**src/rtl/neo_data_decoder.sv**
```systemverilog
// WS2812-style receiver: turns the strand controller's single-wire stream back into
// 24-bit GRB pixel words, frame latches and one-cycle error strobes.
module neo_data_decoder #(
  parameter int ONE_THRESH   = 27,
  parameter int MIN_HIGH     = 8,
  parameter int MAX_HIGH     = 60,
  parameter int RESET_CYCLES = 2500,
  parameter int NUM_PIXELS   = 5
) (
  input  logic        clock,
  input  logic        reset,
  input  logic        neo_data,
  output logic [23:0] pixel_grb,
  output logic        pixel_valid,
  output logic [2:0]  pixel_num,
  output logic        frame_done,
  output logic [3:0]  frame_pixels,
  output logic        glitch_err,
  output logic        partial_err,
  output logic        overrun_err
);

  localparam int HW = $clog2(MAX_HIGH + 2);
  localparam int LW = $clog2(RESET_CYCLES + 1);

  localparam logic [HW-1:0] ONE_T    = HW'(ONE_THRESH);
  localparam logic [HW-1:0] MIN_T    = HW'(MIN_HIGH);
  localparam logic [HW-1:0] MAX_T    = HW'(MAX_HIGH);
  localparam logic [HW-1:0] HIGH_SAT = HW'(MAX_HIGH + 1);
  localparam logic [LW-1:0] LOW_LAST = LW'(RESET_CYCLES - 1);
  localparam logic [LW-1:0] LOW_FULL = LW'(RESET_CYCLES);
  localparam logic [3:0]    NUM_PX   = 4'(NUM_PIXELS);

  typedef enum logic [1:0] {WAIT_IDLE, IDLE, HIGH, LOW} state_t;

  state_t        r_state;
  logic          r_dq;
  logic          r_dqPrev;
  logic [HW-1:0] r_highCnt;
  logic [LW-1:0] r_lowCnt;
  logic [4:0]    r_bitCnt;
  logic [3:0]    r_pixelCnt;
  logic [23:0]   r_sreg;

  logic          w_rise;
  logic          w_bit;
  logic [23:0]   w_nextSreg;

  assign w_rise     = r_dq & ~r_dqPrev;
  assign w_bit      = (r_highCnt >= ONE_T);
  assign w_nextSreg = {r_sreg[22:0], w_bit};

  // Input register, pulse-width counters, decode FSM and registered outputs in one process
  // so every strobe is a plain one-cycle register pulse.
  always_ff @(posedge clock) begin
    if (reset) begin
      r_state      <= WAIT_IDLE;
      r_dq         <= 1'b0;
      r_dqPrev     <= 1'b0;
      r_highCnt    <= '0;
      r_lowCnt     <= '0;
      r_bitCnt     <= '0;
      r_pixelCnt   <= '0;
      r_sreg       <= '0;
      pixel_grb    <= '0;
      pixel_valid  <= 1'b0;
      pixel_num    <= '0;
      frame_done   <= 1'b0;
      frame_pixels <= '0;
      glitch_err   <= 1'b0;
      partial_err  <= 1'b0;
      overrun_err  <= 1'b0;
    end else begin
      r_dq        <= neo_data;
      r_dqPrev    <= r_dq;
      pixel_valid <= 1'b0;
      frame_done  <= 1'b0;
      glitch_err  <= 1'b0;
      partial_err <= 1'b0;
      overrun_err <= 1'b0;

      case (r_state)
        WAIT_IDLE: begin
          if (r_dq) begin
            r_lowCnt <= '0;
          end else if (r_lowCnt == LOW_LAST) begin
            r_lowCnt <= LOW_FULL;
            r_state  <= IDLE;
          end else begin
            r_lowCnt <= r_lowCnt + 1'b1;
          end
        end

        IDLE: begin
          if (w_rise) begin
            r_highCnt <= HW'(1);
            r_state   <= HIGH;
          end
        end

        HIGH: begin
          if (r_dq) begin
            // This cycle would push the count past MAX_HIGH: stuck-high, drop the frame.
            if (r_highCnt >= MAX_T) begin
              r_highCnt  <= HIGH_SAT;
              glitch_err <= 1'b1;
              r_bitCnt   <= '0;
              r_pixelCnt <= '0;
              r_sreg     <= '0;
              r_lowCnt   <= '0;
              r_state    <= WAIT_IDLE;
            end else begin
              r_highCnt <= r_highCnt + 1'b1;
            end
          end else if (r_highCnt < MIN_T) begin
            glitch_err <= 1'b1;
            r_bitCnt   <= '0;
            r_pixelCnt <= '0;
            r_sreg     <= '0;
            r_lowCnt   <= '0;
            r_state    <= WAIT_IDLE;
          end else begin
            r_sreg   <= w_nextSreg;
            r_lowCnt <= LW'(1);
            r_state  <= LOW;
            if (r_bitCnt == 5'd23) begin
              r_bitCnt <= '0;
              if (r_pixelCnt < NUM_PX) begin
                pixel_valid <= 1'b1;
                pixel_grb   <= w_nextSreg;
                pixel_num   <= r_pixelCnt[2:0];
                r_pixelCnt  <= r_pixelCnt + 1'b1;
              end else begin
                overrun_err <= 1'b1;
              end
            end else begin
              r_bitCnt <= r_bitCnt + 1'b1;
            end
          end
        end

        LOW: begin
          if (w_rise) begin
            r_highCnt <= HW'(1);
            r_state   <= HIGH;
          end else if (r_lowCnt == LOW_LAST) begin
            r_lowCnt     <= LOW_FULL;
            frame_done   <= 1'b1;
            frame_pixels <= r_pixelCnt;
            partial_err  <= (r_bitCnt != 5'd0);
            r_bitCnt     <= '0;
            r_pixelCnt   <= '0;
            r_sreg       <= '0;
            r_state      <= IDLE;
          end else begin
            r_lowCnt <= r_lowCnt + 1'b1;
          end
        end

        default: r_state <= WAIT_IDLE;
      endcase
    end
  end

endmodule

```
**config.mk**
```make
export PLATFORM = sky130hd
export DESIGN_NAME = neo_data_decoder
export DESIGN_NICKNAME = d
export VERILOG_FILES = /design/src/rtl/neo_data_decoder.sv
export SDC_FILE = /design/constraint.sdc
export NUM_CORES = 1
export LEC_CHECK = 0
export ABC_AREA = 1
export CAP_MARGIN = 20
export CORE_AREA = 4 4 105 117
export DETAILED_ROUTE_END_ITERATION = 12
export DIE_AREA = 0 0 109 121
export GPL_ROUTABILITY_DRIVEN = 0
export GPL_TIMING_DRIVEN = 0
export HOLD_SLACK_MARGIN = 0.1
export PLACE_DENSITY_LB_ADDON = 0.05
export SYNTH_ARGS = -nofsm -noshare
export SYNTH_HDL_FRONTEND = slang
export SYNTH_SLANG_ARGS = --single-unit
export TNS_END_PERCENT = 10
```
**constraint.sdc**
```tcl
create_clock -name clock -period 4.7 [get_ports clock]
set_clock_uncertainty 0.2 [all_clocks]
set_input_delay 0.47 -clock clock [delete_from_list [all_inputs] [get_ports clock]]
set_output_delay 0.47 -clock clock [all_outputs]
set_load 0.02 [all_outputs]
```
**Word level (Yosys, flattened, before mapping)**

Cells that the tools add are included.

- $add $sub $neg: 4
- $lt $le $gt $ge: 4
- Equality and inequality tests: 14
- Mux-type cells: 46
- Bitwise gates (word level): 9
- Reductions and logical operators: 17

Operators by type and width:

| kind | number |
|---|---|
| two-way mux 23 bit | 5 |
| two-way mux 12 bit | 5 |
| case mux 23 bit (2 select lines) | 1 |
| case mux 12 bit (3 select lines) | 1 |
| two-way mux 5 bit | 6 |
| two-way mux 4 bit | 7 |
| two-way mux 6 bit | 3 |
| two-way mux 2 bit | 7 |
| adder 12 x 1 -> 12 bit (second input constant) | 1 |
| == test 12 bit (second input constant) | 1 |
| case mux 6 bit (2 select lines) | 1 |
| AND reduction 3 bit | 4 |
| != test 2 bit (second input constant) | 5 |
| case mux 5 bit (2 select lines) | 1 |
| != test 4 bit (second input constant) | 2 |
| NOT 1 bit | 8 |
| case mux 2 bit (4 select lines) | 1 |
| case mux 4 bit (2 select lines) | 1 |
| two-way mux 1 bit | 7 |
| adder 6 x 1 -> 6 bit (second input constant) | 1 |
| greater-or-equal comparator 6 x 5 -> 1 bit (second input constant) | 1 |
| greater-or-equal comparator 6 bit (second input constant) | 1 |
| less-than comparator 6 x 4 -> 1 bit (second input constant) | 1 |
| AND reduction 6 bit | 1 |
| 19 further kinds | 22 |

- Register bits: 90

**Depth between registers and ports, before layout**

- Depth after elaboration: 6
- Depth in mapped cells: 10
- Depth with buffers taken out: 9

**Least setup slack after synthesis**

No wires, ideal clock.

- Path type: flip-flop to flip-flop
- Start: register r_bitCnt[0]
- End: register pixel_grb[12]
- Arrival time: 1,451 ps
- Data required time: 4,384 ps
- Path slack: 2,934 ps
- Stages on the path, launching flop included: 10
- Buffers on the path: 1
- Clock period less this slack: 1,766 ps
- Cell sequence: dfxtp_1 -> ha_1 -> nand2_1 -> nor3_2 -> nand2_1 -> nor2_4 -> inv_2 -> buf_2 -> nor2_1 -> nor2_1

- Word-level cells in the longest chain between the ends: 2

RTL lines:

| item | line | source |
|---|---|---|
| start: declaration | 41 | `logic [4:0] r_bitCnt;` |
| start signal: assignment | 137 | `r_bitCnt <= r_bitCnt + 1'b1;` |
| == test 5 bit | 126 | `if (r_bitCnt == 5'd23) begin` |
| AND reduction 5 bit (no line) | - |  |
| end signal: assignment | 130 | `pixel_grb <= w_nextSreg;` |
| end: declaration | 13 | `output logic [23:0] pixel_grb,` |

No other way between the ends.
A chain may end at the register's enable or synchronous reset.

**Worst setup path in the final report**

- Start: register r_bitCnt[0]
- End: register pixel_grb[0]

The elaborated chain is that of the path after synthesis.

==> impl_metrics.env <==
export IMPL_drc=0
export IMPL_min_path_type="flip-flop to flip-flop"
export IMPL_worst_ir_drop_vdd_uv=138.3
export IMPL_leakagePower_nw=1.791
export IMPL_async_flop_share_pct=0
export IMPL_ioPinCount=39
export IMPL_synth_common_cells="dfxtp_1, nand2_1, nor2_1, a21oi_1, o21ai_0"
export IMPL_clk_pin_slew_ns=0.07
export IMPL_antenna_found_initial=0
export IMPL_yosysWarningCount=0
export IMPL_post_route_period_util_pct=44.40
export IMPL_route_vias_total=3363
export IMPL_timing_slew_headroom_pct=61.40
export IMPL_first_pass_iters=5
export IMPL_ctsLongestPathBuffers=2
export IMPL_numClockSinks=90
export IMPL_synth_ff_type="dfxtp_1"
export IMPL_synth_top_cell_area_share_pct=46.91
export IMPL_cp_arrival_ns=2.16
export IMPL_dieHeight_um=121
export IMPL_cp_start_kind="flip-flop"
export IMPL_grt_pass1_vias=3168
export IMPL_setup_violations=0
export IMPL_cts_htree_levels=3
export IMPL_tightest_slew_ns=0.5790
export IMPL_syn_inst=514
export IMPL_die_area_um2=13190
export IMPL_ctsHoldBuffers=0
export IMPL_yosysMostFrequentCell="dfxtp_1"
export IMPL_synth_fp_nets=523
export IMPL_area_delta_synth_final_pct=21.86
export IMPL_cts_resized=0
export IMPL_wirelength_um=9376
export IMPL_grt_start_max_net_pins=16
export IMPL_maxSlewViolCount=0
export IMPL_grt_pass1_wl_um=15700
export IMPL_critPathCaptureType="flip-flop"
export IMPL_overflow=0
export IMPL_grtUsageTotal_pct=15.25
export IMPL_postCtsSetupBuffers=0
export IMPL_synth_edff_count=0
export IMPL_cp_required_ns=4.77
export IMPL_root_buffer="clkbuf_16"
export IMPL_seq_area_frac_synth_pct=46.91
export IMPL_wl_per_cell_um=13.08
export IMPL_rsz0062_at_grt="no"
export IMPL_dp_hpwl_um=6785
export IMPL_rows=41
export IMPL_drive_gt1_share_pct=8.818
export IMPL_postSynthAreaPerCell_um2=7.473
export IMPL_synth_cell_types=32
export IMPL_crit_fanout=10
export IMPL_maxCapViolCount=0
export IMPL_r2r_start="r_bitCnt[0]"
export IMPL_outcome="finished, final reports clean"
export IMPL_cts_made_buffers=9
export IMPL_insertion_delay_ns=0.34
export IMPL_finalHoldViolCount=0
export IMPL_cts_tree="built"
export IMPL_fin_crit_ns=2.087
export IMPL_finalNetCount=571
export IMPL_cp_startpoint="r_bitCnt[0]"
export IMPL_synth_seq_cells=90
export IMPL_p_per_area_nw_per_um2=328.9
export IMPL_ant_nets=0
export IMPL_fin_setup_tns_ns=0
export IMPL_n_antenna_cell=0
export IMPL_start_util_pct=34.19
export IMPL_min_delay_start="r_sreg[12]"
export IMPL_whs_ns=0.2758
export IMPL_core_area_um2=11230
export IMPL_yosysTopAreaCell="dfxtp_1"
export IMPL_synth_top_cells_by_area="dfxtp_1, nand2_1, a21oi_1, nor2_1, o21ai_0"
export IMPL_viasPerCell=4.690
export IMPL_initialDrtViolationCount=126
export IMPL_dieWidth_um=109
export IMPL_buffer_ports_inserted=37
export IMPL_synth_area_um2=3841
export IMPL_clock_fmax_ghz=0.4792
export IMPL_crit_type="flip-flop to flip-flop"
## through the flow
stage	util [%]	instance area, um^2	worst slack (ns)	instances	total power [W]
2_1_floorplan	-	3841	2.934	514	0.0008537
3_3_place_gp	39.16	4399	2.540	701	0.0008761
3_5_place_dp	39.16	4399	2.522	701	0.0008774
4_1_cts	41.66	4681	2.582	717	0.001569
5_1_grt	41.66	4681	2.335	717	0.001618
6_report	41.66	4681	2.613	717	0.001539
## power breakdown
group          internal (W)  switching [W]  total (W)  leakage, nW
sequential         0.000773     0.00000770   0.000781        0.726
clock              0.000376       0.000305   0.000681        0.136
combinational     0.0000230      0.0000546  0.0000776        0.929
total               0.00117       0.000367    0.00154         1.79
## placed cells by master, fill, tap and decap left out, types with 2 or more instances in the layout
cell             count
inv_2                6
nor2_2               3
nand3_1             25
nand4_1              5
nor2_4               4
buf_6                3
clkdlybuf4s50_1     37
inv_1               46
xor2_1               6
clkinv_4             2
o21ai_0             52
nor3b_1              2
nor2_1              71
ha_1                 6
nand3_2              3
nand2_2              2
a21oi_1             64
o21ai_1              2
a31oi_1              3
dfxtp_1             90
buf_2                7
nand2_1             86
clkbuf_1            10
nor3_1               7
clkbuf_16            9
buf_4                3
## critical path, cell delays in order, from the launching register on
cell and delay, ns:
dfxtp_1 0.39, ha_1 0.19, nand2_1 0.09, nor3_2 0.25
nand2_1 0.16, nor2_4 0.24, buf_2 0.27, o21ai_0 0.11
a21oi_1 0.13
## path summary, 6_finish.rpt
path / endpoint / slack (ns) / cells after the start
max: pixel_grb[0] / 2.61 / 8
min reg2reg: r_sreg[12] / 0.28 / 2
max reg2reg: pixel_grb[0] / 2.61 / 8
min: r_sreg[12] / 0.28 / 2
## cell families after synthesis
| kind of cell | synth area share, % |
|---|---|
| DFF | 46.91 |
| adders and majority gates | 1.954 |
| buffers and inverters | 8.339 |
| AOI/OAI and AO/OA | 16.71 |
| xor gates and xnor gates | 1.368 |
| and+or+nand+nor | 24.72 |
## per-layer routing
| layer | vias up | wire length [um] | share of wire (%) | global-route usage (%) |
|---|---|---|---|---|
| li1 | 1771 | - | - | - |
| met1 | 1541 | 4664 | 50 | 20.57 |
| met2 | 44 | 4284 | 46 | 23.46 |
| met3 | 7 | 311 | 3.3 | 3.779 |
| met4 | 0 | 115 | 1.2 | 5.604 |
| met5 | - | 0 | 0 | 0 |
## flip-flops by register name (all words and copies together) (netlist names)
signal	count
frame_pixels	4
r_state	2
pixel_valid	1
r_highCnt	6
glitch_err	1
overrun_err	1
r_bitCnt	5
pixel_grb	24
r_dqPrev	1
partial_err	1
frame_done	1
pixel_num	3
r_pixelCnt	4
r_dq	1
r_lowCnt	12
r_sreg	23
## final cells by class
| type | count | area [um^2] |
|---|---|---|
| buffer | 22 | 125.1 |
| clock buffer | 11 | 242.7 |
| clock inverter | 5 | 38.79 |
| fill | 1179 | 6554 |
| inverter | 52 | 195.2 |
| multi-input combinational | 350 | 1719 |
| sequential | 90 | 1802 |
| tap | 150 | 187.7 |
| timing repair buffer | 37 | 370.4 |
Note: power is estimated with default switching activity, not from simulation.
